`src/rtl/pcileech_com_rx_packer.sv`:
```
// pcileech_com_rx_packer
// Packs RATIO link words of IN_W bits into one OUT_W word and queues the packed words in a
// small first-word-fall-through (FWFT) FIFO. The first accepted link word lands in the MSBs.
//
// After reset the block runs a boot phase: it waits BOOT_DELAY cycles, then pushes BOOT_DEPTH
// static boot words before it starts taking link data. Two SYNC_WORDs accepted back to back
// realign the lane counter. A partial word left idle for PARTIAL_TIMEOUT cycles is discarded.
//
// Optional feature: define COM_RX_STATS_EN to build the stat_* counters. When it is not
// defined, the stat_* ports are tied to zero.
//
// Ports:
//   clk, rst      system clock; synchronous, active-high reset
//   boot_data     static boot words; word k = bits [k*OUT_W +: OUT_W]
//   in_data/in_valid/in_ready     link word input
//   out_data/out_valid/out_ready  FIFO head output (FWFT)
//   resync_pulse  one-cycle pulse after a resync
//   stat_words    packed words pushed (boot words excluded); wraps
//   stat_resyncs  resync events; saturates
//   stat_drops    partial words discarded by timeout; saturates
module pcileech_com_rx_packer #(
  parameter int unsigned IN_W            = 32,
  parameter int unsigned RATIO           = 2,
  parameter logic [IN_W-1:0] SYNC_WORD   = 32'h66665555,
  parameter int unsigned BOOT_DEPTH      = 5,
  parameter int unsigned BOOT_DELAY      = 16,
  parameter int unsigned FIFO_DEPTH      = 4,
  parameter int unsigned PARTIAL_TIMEOUT = 1024,
  localparam int unsigned OUT_W          = IN_W * RATIO,
  localparam int unsigned BOOT_W         = (BOOT_DEPTH > 0) ? BOOT_DEPTH * OUT_W : OUT_W
) (
  input  logic              clk,
  input  logic              rst,
  input  logic [BOOT_W-1:0] boot_data,
  input  logic [IN_W-1:0]   in_data,
  input  logic              in_valid,
  output logic              in_ready,
  output logic [OUT_W-1:0]  out_data,
  output logic              out_valid,
  input  logic              out_ready,
  output logic              resync_pulse,
  output logic [31:0]       stat_words,
  output logic [15:0]       stat_resyncs,
  output logic [15:0]       stat_drops
);

  localparam int unsigned PTR_W  = $clog2(FIFO_DEPTH);
  localparam int unsigned CNT_W  = PTR_W + 1;
  localparam int unsigned OCC_W  = CNT_W + 1;
  localparam int unsigned LANE_W = (RATIO > 1) ? $clog2(RATIO) : 1;

  typedef enum logic [1:0] {StBootWait, StBootSend, StRun} state_e;

  state_e             state_q, state_d;
  logic [31:0]        delay_q, boot_idx_q, idle_q, idle_d;
  logic [LANE_W-1:0]  lane_q, lane_d;
  logic [OUT_W-1:0]   shreg_q, shreg_d, shreg_shift, boot_word, push_data;
  logic               pend_q, pend_d, prev_sync_q, prev_sync_d, resync_q, in_ready_q, in_ready_d;
  logic [OUT_W-1:0]   mem [FIFO_DEPTH];
  logic [PTR_W-1:0]   wr_ptr_q, rd_ptr_q;
  logic [CNT_W-1:0]   count_q, count_d;
  logic [OCC_W-1:0]   occ;
  logic               accept, is_sync, do_resync, last_lane, timeout;
  logic               boot_push, push, pop, full;

  assign accept    = in_valid & in_ready_q;
  assign is_sync   = (in_data == SYNC_WORD);
  assign do_resync = accept & is_sync & prev_sync_q;
  assign last_lane = (lane_q == LANE_W'(RATIO - 1));
  assign timeout   = (PARTIAL_TIMEOUT != 0) && !accept && (lane_q != '0) &&
                     (idle_q == 32'(PARTIAL_TIMEOUT - 1));
  assign full      = (count_q == CNT_W'(FIFO_DEPTH));
  assign boot_word = boot_data[boot_idx_q * OUT_W +: OUT_W];

  if (RATIO > 1) begin : g_shift
    assign shreg_shift = {shreg_q[OUT_W-IN_W-1:0], in_data};
  end else begin : g_noshift
    assign shreg_shift = in_data;
  end

  // Boot sequencing FSM.
  always_comb begin
    state_d   = state_q;
    boot_push = 1'b0;
    unique case (state_q)
      StBootWait: begin
        if (BOOT_DELAY == 0 || delay_q == 32'(BOOT_DELAY - 1)) begin
          state_d = (BOOT_DEPTH == 0) ? StRun : StBootSend;
        end
      end
      StBootSend: begin
        if (!full) begin
          boot_push = 1'b1;
          if (boot_idx_q == 32'(BOOT_DEPTH - 1)) state_d = StRun;
        end
      end
      StRun:   state_d = StRun;
      default: state_d = StBootWait;
    endcase
  end

  // Packing, resync and partial-word timeout.
  always_comb begin
    lane_d      = lane_q;
    shreg_d     = shreg_q;
    pend_d      = 1'b0;
    prev_sync_d = prev_sync_q;
    idle_d      = 32'd0;
    if (accept) begin
      if (do_resync) begin
        lane_d      = '0;
        prev_sync_d = 1'b0;
      end else begin
        shreg_d     = shreg_shift;
        prev_sync_d = is_sync;
        if (last_lane) begin
          lane_d = '0;
          pend_d = 1'b1;
        end else begin
          lane_d = lane_q + LANE_W'(1);
        end
      end
    end else if (timeout) begin
      lane_d      = '0;
      prev_sync_d = 1'b0;
    end else if (lane_q != '0 && PARTIAL_TIMEOUT != 0) begin
      idle_d = idle_q + 32'd1;
    end
  end

  // FIFO control. A completed word is pushed the cycle after its last lane is accepted.
  always_comb begin
    push      = boot_push | pend_q;
    push_data = boot_push ? boot_word : shreg_q;
    pop       = out_ready & (count_q != '0);
    unique case ({push, pop})
      2'b10:   count_d = count_q + CNT_W'(1);
      2'b01:   count_d = count_q - CNT_W'(1);
      default: count_d = count_q;
    endcase
    // Occupancy ignores this cycle's pop and includes the push still in flight, so a
    // pending word always finds room.
    occ        = OCC_W'(count_q) + OCC_W'(push) + OCC_W'(pend_d);
    in_ready_d = (state_d == StRun) && (occ < OCC_W'(FIFO_DEPTH));
  end

  always_ff @(posedge clk) begin
    if (rst) begin
      state_q     <= StBootWait;
      delay_q     <= 32'd0;
      boot_idx_q  <= 32'd0;
      idle_q      <= 32'd0;
      lane_q      <= '0;
      shreg_q     <= '0;
      pend_q      <= 1'b0;
      prev_sync_q <= 1'b0;
      resync_q    <= 1'b0;
      in_ready_q  <= 1'b0;
      wr_ptr_q    <= '0;
      rd_ptr_q    <= '0;
      count_q     <= '0;
    end else begin
      state_q     <= state_d;
      if (state_q == StBootWait) delay_q <= delay_q + 32'd1;
      if (boot_push) boot_idx_q <= boot_idx_q + 32'd1;
      idle_q      <= idle_d;
      lane_q      <= lane_d;
      shreg_q     <= shreg_d;
      pend_q      <= pend_d;
      prev_sync_q <= prev_sync_d;
      resync_q    <= do_resync;
      in_ready_q  <= in_ready_d;
      if (push) wr_ptr_q <= wr_ptr_q + PTR_W'(1);
      if (pop)  rd_ptr_q <= rd_ptr_q + PTR_W'(1);
      count_q     <= count_d;
    end
  end

  always_ff @(posedge clk) begin
    if (push) mem[wr_ptr_q] <= push_data;
  end

  assign in_ready     = in_ready_q;
  assign out_valid    = (count_q != '0);
  assign out_data     = mem[rd_ptr_q];
  assign resync_pulse = resync_q;

`ifdef COM_RX_STATS_EN
  logic [31:0] words_q;
  logic [15:0] resyncs_q, drops_q;

  always_ff @(posedge clk) begin
    if (rst) begin
      words_q   <= 32'd0;
      resyncs_q <= 16'd0;
      drops_q   <= 16'd0;
    end else begin
      if (pend_q) words_q <= words_q + 32'd1;
      if (do_resync && resyncs_q != 16'hFFFF) resyncs_q <= resyncs_q + 16'd1;
      if (timeout && drops_q != 16'hFFFF) drops_q <= drops_q + 16'd1;
    end
  end

  assign stat_words   = words_q;
  assign stat_resyncs = resyncs_q;
  assign stat_drops   = drops_q;
`else
  assign stat_words   = 32'd0;
  assign stat_resyncs = 16'd0;
  assign stat_drops   = 16'd0;
`endif

endmodule
```
`config.mk`:
```
export PLATFORM = sky130hd
export DESIGN_NAME = pcileech_com_rx_packer
export DESIGN_NICKNAME = d
export VERILOG_FILES = /design/src/rtl/pcileech_com_rx_packer.sv
export SDC_FILE = /design/constraint.sdc
export NUM_CORES = 1
export LEC_CHECK = 0
export CORE_MARGIN = 4
export CORE_UTILIZATION = 51
export CTS_CLUSTER_DIAMETER = 80
export DETAILED_ROUTE_END_ITERATION = 10
export PLACE_DENSITY_LB_ADDON = 0.08
export SLEW_MARGIN = 20
export SYNTH_ARGS = -nofsm -noshare
export SYNTH_HDL_FRONTEND = slang
export SYNTH_SLANG_ARGS = --single-unit
export TNS_END_PERCENT = 5
```
`constraint.sdc`:
```
create_clock -name clk -period 5.9 [get_ports clk]
set_input_delay 0.885 -clock clk [delete_from_list [all_inputs] [get_ports clk]]
set_output_delay 0.885 -clock clk [all_outputs]
set_load 0.005 [all_outputs]
```
==> parameters.txt, run 1 <==
Parameter                              Value

Run status
  Run status ... finished clean

Timing
  Upper clock frequency limit ... 269.9 MHz
  Slew at the pin closest to its max-slew limit ... between 1000 and 1500 ps
  Post-route worst hold slack ... about 500 ps
  Unrepaired setup endpoints after global routing ... no
  Final-layout setup total negative slack ... 0 ps
  Worst Clk Skew ... approximately 20 ps
  Max-slew violation count ... 0
  Slew margin rel. ... 26.15%
  Crit share post-route ... between 60% and 70%
  Number of hold violations in the final report ... 0
  Setup-violating endpoint count in the final report ... 0
  Final period demand of the worst path ... ~3700 ps

Clock tree
  Register clock-pin slew on the reported worst setup and hold paths ... around 60 ps
  Num CTS Buffers ... 46
  Root cell of the clock tree ... sky130_fd_sc_hd__clkbuf_16
  Number of gates resized after CTS ... 0
  Count of buffers added by post-CTS timing repair for setup ... 0
  Max clock buf depth ... 3
  TritonCTS clock tree ... yes
  Clock latency reported for the late side of the worst-skew pair ... between 500 and 600 ps
  Sinks on the clock net ... roughly 430
  # hold bufs at CTS ... 0
  Deepest level of the CTS H-tree ... 2

Pwr
  Switching part of the total ... around 20%
  Sequential cell fraction of total power ... about half
  Comb power frac ... 5.8%
  Leakage power of the design ... around 8.5 nW
  Part of the total power dissipated in the clock network ... ~45%
  Tot Pwr ... between 6 and 7 mW
  Cell Pwr Density ... approximately 230 mW/mm²
  Peak supply drop ... between 0.2 and 0.25 mV
  Internal Power ... just over 5 mW
  Switching power summed over all nets ... roughly 1.3 mW

Critical path
  CP Class ... reg2out
  Arrival time of data at the critical path endpoint ... between 2000 and 3000 ps
  CP Max Fanout ... 29
  Data required, critical path ... roughly 5000 ps
  CP endpoint kind ... output port
  Worst Setup Start Kind ... flop

Synth
  Sequential share of the synthesized area ... between 50% and 60%
  Ys async rst share ... 0%
  Yosys Warn Count ... 0
  Most common flop cell mapped by yosys ... sky130_fd_sc_hd__edfxtp_1
  Average size of a mapped cell ... between 10 and 15 µm²
  Post-synthesis instance total ... 1868
  Number of unique standard cell types used by synthesis ... between 60 and 70
  EDFF count, synth ... approximately 260
  Cell area after synthesis ... 0.02212 mm²
  Register bit total from synthesis ... between 400 and 500

Layout
  Final net count ... around 2.6k
  Commonest cells after routing, fill and taps aside ... 421 x sky130_fd_sc_hd__clkdlybuf4s50_1, 256 x sky130_fd_sc_hd__edfxtp_1, 171 x sky130_fd_sc_hd__dfxtp_1
  Area growth, synth to finish ... 26.05%
  Most frequent standard cell in the layout excluding fill and tap cells ... sky130_fd_sc_hd__clkdlybuf4s50_1
  Area of all placed cells without fillers ... approximately 0.028 mm²
  Utilization after layout ... 64.89%
  Fraction of final layout cells with drive strength greater than 1 ... between 10 and 15%
  # fillers ... 3393

Floorplan
  Core outline area ... ~0.043 mm²
  Row cnt ... 76
  Total Die Area ... between 0.04 and 0.05 mm²
  Horizontal die dimension ... about 220 µm
  Die Height ... about 220 µm
  Initial core utilization ... between 50% and 60%
  Boundary pin count ... 487

Global routing
  Wire length of the first global-routing pass ... 97410 µm
  Overall fraction of global-route tracks in use ... around a quarter
  Number of antenna violations at the first check in global routing ... 6
  Vias in the first global route ... 17.16k
  GR Overflow Total ... 0
  Largest net degree at the start of global routing ... between 100 and 150

Job
  Max-cap check violation count ... 0

Route
  Average wire length per cell after detail routing ... between 20 and 25 µm
  Number of nets still failing antenna checks after routing ... 0
  Vias/cell ... between 6 and 7
  Routed WL ... between 60000 and 70000 µm
  Via count ... 17.20k
  DRC violation count after routing ... 0
  Number of DRC markers in iteration 0 ... between 1k and 1.5k
  Router iterations before antenna repair ... 5

Worst hold path
  Min-Delay Path Class ... reg2reg

Place
  HPWL Detailed ... about 42000 µm
  Cell area after placement ... ~0.026 mm²
  Routability Congestion ... ~0.82
  Number of port buffers ... 422
## cells by family (layout without fill, tap and decap cells)
| logic type | Yosys count | in the layout | synth area share (%) |
|---|---|---|---|
| adder cells (fa/ha/maj) | 11 | 11 | 0.6560 |
| other | 1 | 66 | 0.01695 |
| multiplexers | 144 | 144 | 13.84 |
| buffers and inverters | 265 | 564 | 5.921 |
| AO/OA/AOI/OAI | 395 | 395 | 12.01 |
| XOR/XNOR | 37 | 37 | 1.465 |
| flip-flops | 432 | 432 | 50.67 |
| AND/OR/NAND/NOR | 583 | 583 | 15.43 |
## layer usage
layer  part of all wire (%)  global-route usage, %
met2                     52                  45.41
met5                  0.075                      0
met1                     41                  34.34
met3                    5.6                  4.094
met4                    2.0                  6.081
## synthesized netlist by cell type, types with 15 or more instances
cell / number / area share [%]
sky130_fd_sc_hd__edfxtp_1: 256 / 35
sky130_fd_sc_hd__dfxtp_1: 176 / 16
sky130_fd_sc_hd__nand2_1: 171 / 2.9
sky130_fd_sc_hd__mux4_2: 128 / 13
sky130_fd_sc_hd__clkbuf_1: 119 / 2.0
sky130_fd_sc_hd__o21ai_0: 115 / 2.6
sky130_fd_sc_hd__o311ai_0: 78 / 3.1
sky130_fd_sc_hd__buf_4: 69 / 2.3
sky130_fd_sc_hd__a22oi_1: 64 / 2.2
sky130_fd_sc_hd__nor3b_1: 52 / 1.8
sky130_fd_sc_hd__a31oi_1: 49 / 1.4
sky130_fd_sc_hd__nor4b_1: 49 / 1.9
sky130_fd_sc_hd__nand3_1: 48 / 1.1
sky130_fd_sc_hd__nor2_1: 45 / 0.76
sky130_fd_sc_hd__inv_1: 34 / 0.58
sky130_fd_sc_hd__buf_2: 32 / 0.72
sky130_fd_sc_hd__nand4_1: 32 / 0.90
sky130_fd_sc_hd__or4_1: 30 / 1.0
sky130_fd_sc_hd__nor4_1: 28 / 0.79
sky130_fd_sc_hd__xor2_1: 27 / 1.1
sky130_fd_sc_hd__nor3_1: 22 / 0.50
sky130_fd_sc_hd__or3_1: 22 / 0.62
sky130_fd_sc_hd__a21oi_1: 20 / 0.45
sky130_fd_sc_hd__nor2b_1: 19 / 0.54
sky130_fd_sc_hd__and4_1: 17 / 0.67
sky130_fd_sc_hd__o21ai_1: 17 / 0.38
sky130_fd_sc_hd__a211oi_1: 16 / 0.54
sky130_fd_sc_hd__o31ai_1: 16 / 0.54
sky130_fd_sc_hd__mux2_2: 15 / 0.76
## registers in the layout (all words and copies together), names as in the netlist, named ones only
register and cells:
mem 256, shreg_q 64, boot_idx_q 32, delay_q 32, idle_q 32, count_q 3
rd_ptr_q 2, state_q 2, wr_ptr_q 2, in_ready 1, lane_q 1, pend_q 1
prev_sync_q 1, resync_pulse 1
## power groups by stage
stage               registers, mW  clock network (mW)  logic [mW]
floorplan                    3.23                   0       0.132
global placement             3.22                   0       0.361
detailed placement           3.22                   0       0.366
CTS                          3.16                2.91       0.368
global route                 3.16                3.03       0.393
finish                       3.16                2.86       0.369
## metrics by stage
| stage | instances | setup WS, ps |
|---|---|---|
| finish | 2817 | 2195 |
| global route | 2817 | 1999 |
| detailed placement | 2729 | 2342 |
| floorplan | 1931 | 1763 |
| CTS | 2814 | 2098 |
| global placement | 2729 | 2337 |
## worst max-delay path, cell delays in order (launching register included)
cell	delay [ps]
sky130_fd_sc_hd__dfxtp_4	570
sky130_fd_sc_hd__buf_4	580
sky130_fd_sc_hd__mux4_2	600
sky130_fd_sc_hd__clkdlybuf4s50_1	500
## worst paths after layout
check / cells after the start / startpoint / slack (ps) / to
max: 3 / flop / 2190 / out_data[63]
min: 2 / boot_idx_q[11] / 500 / boot_idx_q[11]
max reg2reg: 6 / count_q[2] / 2610 / mem[3][8]
min reg2reg: 2 / boot_idx_q[11] / 500 / boot_idx_q[11]
## layout make-up
type / count / area [µm²] / share of cell area, %
well taps: 585 / 732.0 / 2.624
multi-input cells: 1234 / 9896 / 35.48
clock buffers: 73 / 1324 / 4.747
inverters: 35 / 131.4 / 0.4711
diodes: 2 / 5.005 / 0.01795
repair buffers: 444 / 4403 / 15.79
flip-flops and latches: 432 / 11230 / 40.26
clock inverters: 12 / 168.9 / 0.6057
Note: power is estimated with default switching activity, not from simulation.
==> inputs of run 2 (changes only) <==
==> constraint.sdc (replaced) <==
create_clock -name clk -period 3.8 [get_ports clk]
set_input_delay 0.57 -clock clk [delete_from_list [all_inputs] [get_ports clk]]
set_output_delay 0.57 -clock clk [all_outputs]
set_load 0.005 [all_outputs]
==> run 2 against run 1 <==
Sequential share of layout area shrank 0.37 points. Clock skew is 11 ps higher. Global-route usage is 0.75 points higher. Routed wire length grew 2.8%. Combinational power is 57% higher. Sequential cell count is the same. Utilization increased by 0.59 points. Worst hold slack gained 1.3 ps. Sequential power increased by 55%. Critical path depth unchanged. Worst setup slack worse by 1600 ps. Total power grew 57%. Highest routed layer unchanged.
==> parameters.txt, run 2 (same netlist as run 1, synthesis figures left out) <==
Parameter                              Value

Timing
  Slew at the pin closest to its max-slew limit ... 1027 ps (-80.42 ps)
  Setup-violating endpoint count in the final report ... 0 (unchanged)
  Upper clock frequency limit ... 308.9 MHz
  Slew margin rel. ... 31.27% (+5.1 points)
  Crit share post-route ... between 80% and 90%
  Final period demand of the worst path ... 3238 ps
  Final-layout setup total negative slack ... 0 ps (unchanged)
  Number of hold violations in the final report ... 0 (unchanged)
  Unrepaired setup endpoints after global routing ... no
  Worst Clk Skew ... 31.43 ps (+11.41 ps)
  Post-route worst hold slack ... 501.4 ps (+1.315 ps)
  Max-slew violation count ... 0 (unchanged)

Layout
  Area growth, synth to finish ... 27.21%
  Commonest cells after routing, fill and taps aside ... 421 x sky130_fd_sc_hd__clkdlybuf4s50_1, 256 x sky130_fd_sc_hd__edfxtp_1, 171 x sky130_fd_sc_hd__dfxtp_1
  Non-filler instance count after layout ... 2831 (+0.50%)
  Most frequent standard cell in the layout excluding fill and tap cells ... sky130_fd_sc_hd__clkdlybuf4s50_1
  Final net count ... 2576 (+0.63%)
  Largest registers ... mem (256), shreg_q (64)
  Fraction of final layout cells with drive strength greater than 1 ... 13.32% (+1.0 points)
  Area of all placed cells without fillers ... 0.02814 mm² (+0.92%)
  Number of flip-flops in the largest register ... 256 (unchanged)
  Biggest register ... mem

Place
  Number of port buffers ... 422 (unchanged)
  Cell count after placement ... 2747 (+0.66%)
  Routability Congestion ... 0.8257 (+1.2%)
  Cell area after placement ... 0.02662 mm² (+0.94%)
  HPWL Detailed ... 44210 µm (+5.7%)

Route
  DRC violation count after routing ... 0 (unchanged)
  Routed WL ... 64560 µm (+2.8%)
  Vias/cell ... 6.124 (+0.29%)
  Number of nets still failing antenna checks after routing ... 0 (unchanged)
  Router iterations before antenna repair ... 6 (+1)
  Via count ... 17.34k (+0.78%)
  Average wire length per cell after detail routing ... 22.80 µm (+2.3%)
  Number of DRC markers in iteration 0 ... 1520 (+14%)

Clock tree
  TritonCTS clock tree ... yes
  Count of buffers added by post-CTS timing repair for setup ... 0 (unchanged)
  Num CTS Buffers ... 45 (-2.2%)
  Clock latency reported for the late side of the worst-skew pair ... 580 ps (+20 ps)
  Root cell of the clock tree ... sky130_fd_sc_hd__clkbuf_16
  # hold bufs at CTS ... 0 (unchanged)
  Sinks on the clock net ... 432 (unchanged)
  Max clock buf depth ... 3 (unchanged)
  Number of gates resized after CTS ... 0 (unchanged)
  Deepest level of the CTS H-tree ... 2 (unchanged)
  Register clock-pin slew on the reported worst setup and hold paths ... 60 ps (about the same)

Worst hold path
  Min-Delay Path Class ... reg2reg

Critical path
  Data required, critical path ... 3230 ps (-1790 ps)
  CP endpoint kind ... output port
  Arrival time of data at the critical path endpoint ... 2670 ps (-150 ps)
  Worst Setup Start Kind ... flop
  CP Class ... reg2out
  Cell breakdown of the critical path ... buf_4 -> mux4_2 -> clkdlybuf4s50_1
  Crit-path max cell delay ... 590 ps (about the same)
  Slowest library cell on the worst path ... sky130_fd_sc_hd__dfxtp_4
  CP Max Fanout ... 18 (-38%)

Floorplan
  Horizontal die dimension ... 216.3 µm (unchanged)
  Core outline area ... 0.04298 mm² (unchanged)
  Die Height ... 216.3 µm (unchanged)
  Total Die Area ... 0.04678 mm² (unchanged)
  Row cnt ... 76 (unchanged)
  Initial core utilization ... 51.48% (unchanged)
  Boundary pin count ... 487 (unchanged)

Global routing
  GR Overflow Total ... 0 (unchanged)
  Vias in the first global route ... 17.22k (+0.34%)
  Overall fraction of global-route tracks in use ... 26.71% (+0.75 points)
  Wire length of the first global-routing pass ... 99330 µm (+2.0%)
  Largest net degree at the start of global routing ... 131 (+13%)
  Number of antenna violations at the first check in global routing ... 2 (-4)

Job
  Max-cap check violation count ... 0 (unchanged)

Pwr
  Leakage power of the design ... 8.638 nW (+1.7%)
  Sequential cell fraction of total power ... 49.0% (-0.5 points)
  Switching part of the total ... 20.01% (+0.25 points)
  Peak supply drop ... 0.4995 mV (+120%)
  Internal Power ... 8.002 mW (+56%)
  Switching power summed over all nets ... 2.002 mW (+59%)
  Tot Pwr ... 10.00 mW (+57%)
  Cell Pwr Density ... 355.5 mW/mm² (+55%)
  Comb power frac ... 5.8% (about the same)
  Part of the total power dissipated in the clock network ... 45.2% (+0.4 points)

Run status
  Run status ... finished clean
-- run 2: layout make-up --
class	count	area [µm²]
diodes	1	2.502
clock buffers	56	1229
clock inverters	27	296.5
fillers	3257	14840
inverters	35	131.4
multi-input cells	1234	9893
flip-flops and latches	432	11230
well taps	585	732.0
repair buffers	461	4631
-- run 2: path summary, 6_finish.rpt --
check	from	endpoint	slack (ps)	cells after the start
worst min register to register	boot_idx_q[15]	boot_idx_q[15]	500	2
worst max register to register	boot_idx_q[0]	mem[0][21]	1130	4
worst max-delay path	flop	out_data[32]	560	3
worst min-delay path	boot_idx_q[15]	boot_idx_q[15]	500	2
-- run 2: stage by stage --
step	util, %	setup slack [ps]
after global routing	65.48	440.3
after global placement	61.93	888.5
after floorplan	-	-337.4
after detailed placement	61.93	765.8
final	65.48	562.3
after CTS	65.48	504.9
-- run 2: metal layers --
layer  GRT usage [%]  wire (µm)  up-vias
met1           35.08      25880     8684
met5               0         13        -
li1                -          -     7975
met3           3.561       3716       93
met2           46.62      33370      584
met4           7.958       1587        2
-- run 2: power groups by stage --
stage	clock network (mW)	registers [mW]	logic, mW
after CTS	4.60	4.90	0.578
after floorplan	0	5.01	0.205
after global routing	4.80	4.90	0.616
after detailed placement	0	5.01	0.575
after global placement	0	5.00	0.567
final	4.52	4.90	0.580
-- run 2: critical path, delay by kind of cell (launching register included) --
kind | cells | cell delay, ps
buffers and inverters | 2 | 950
muxes | 1 | 550
DFF | 1 | 590
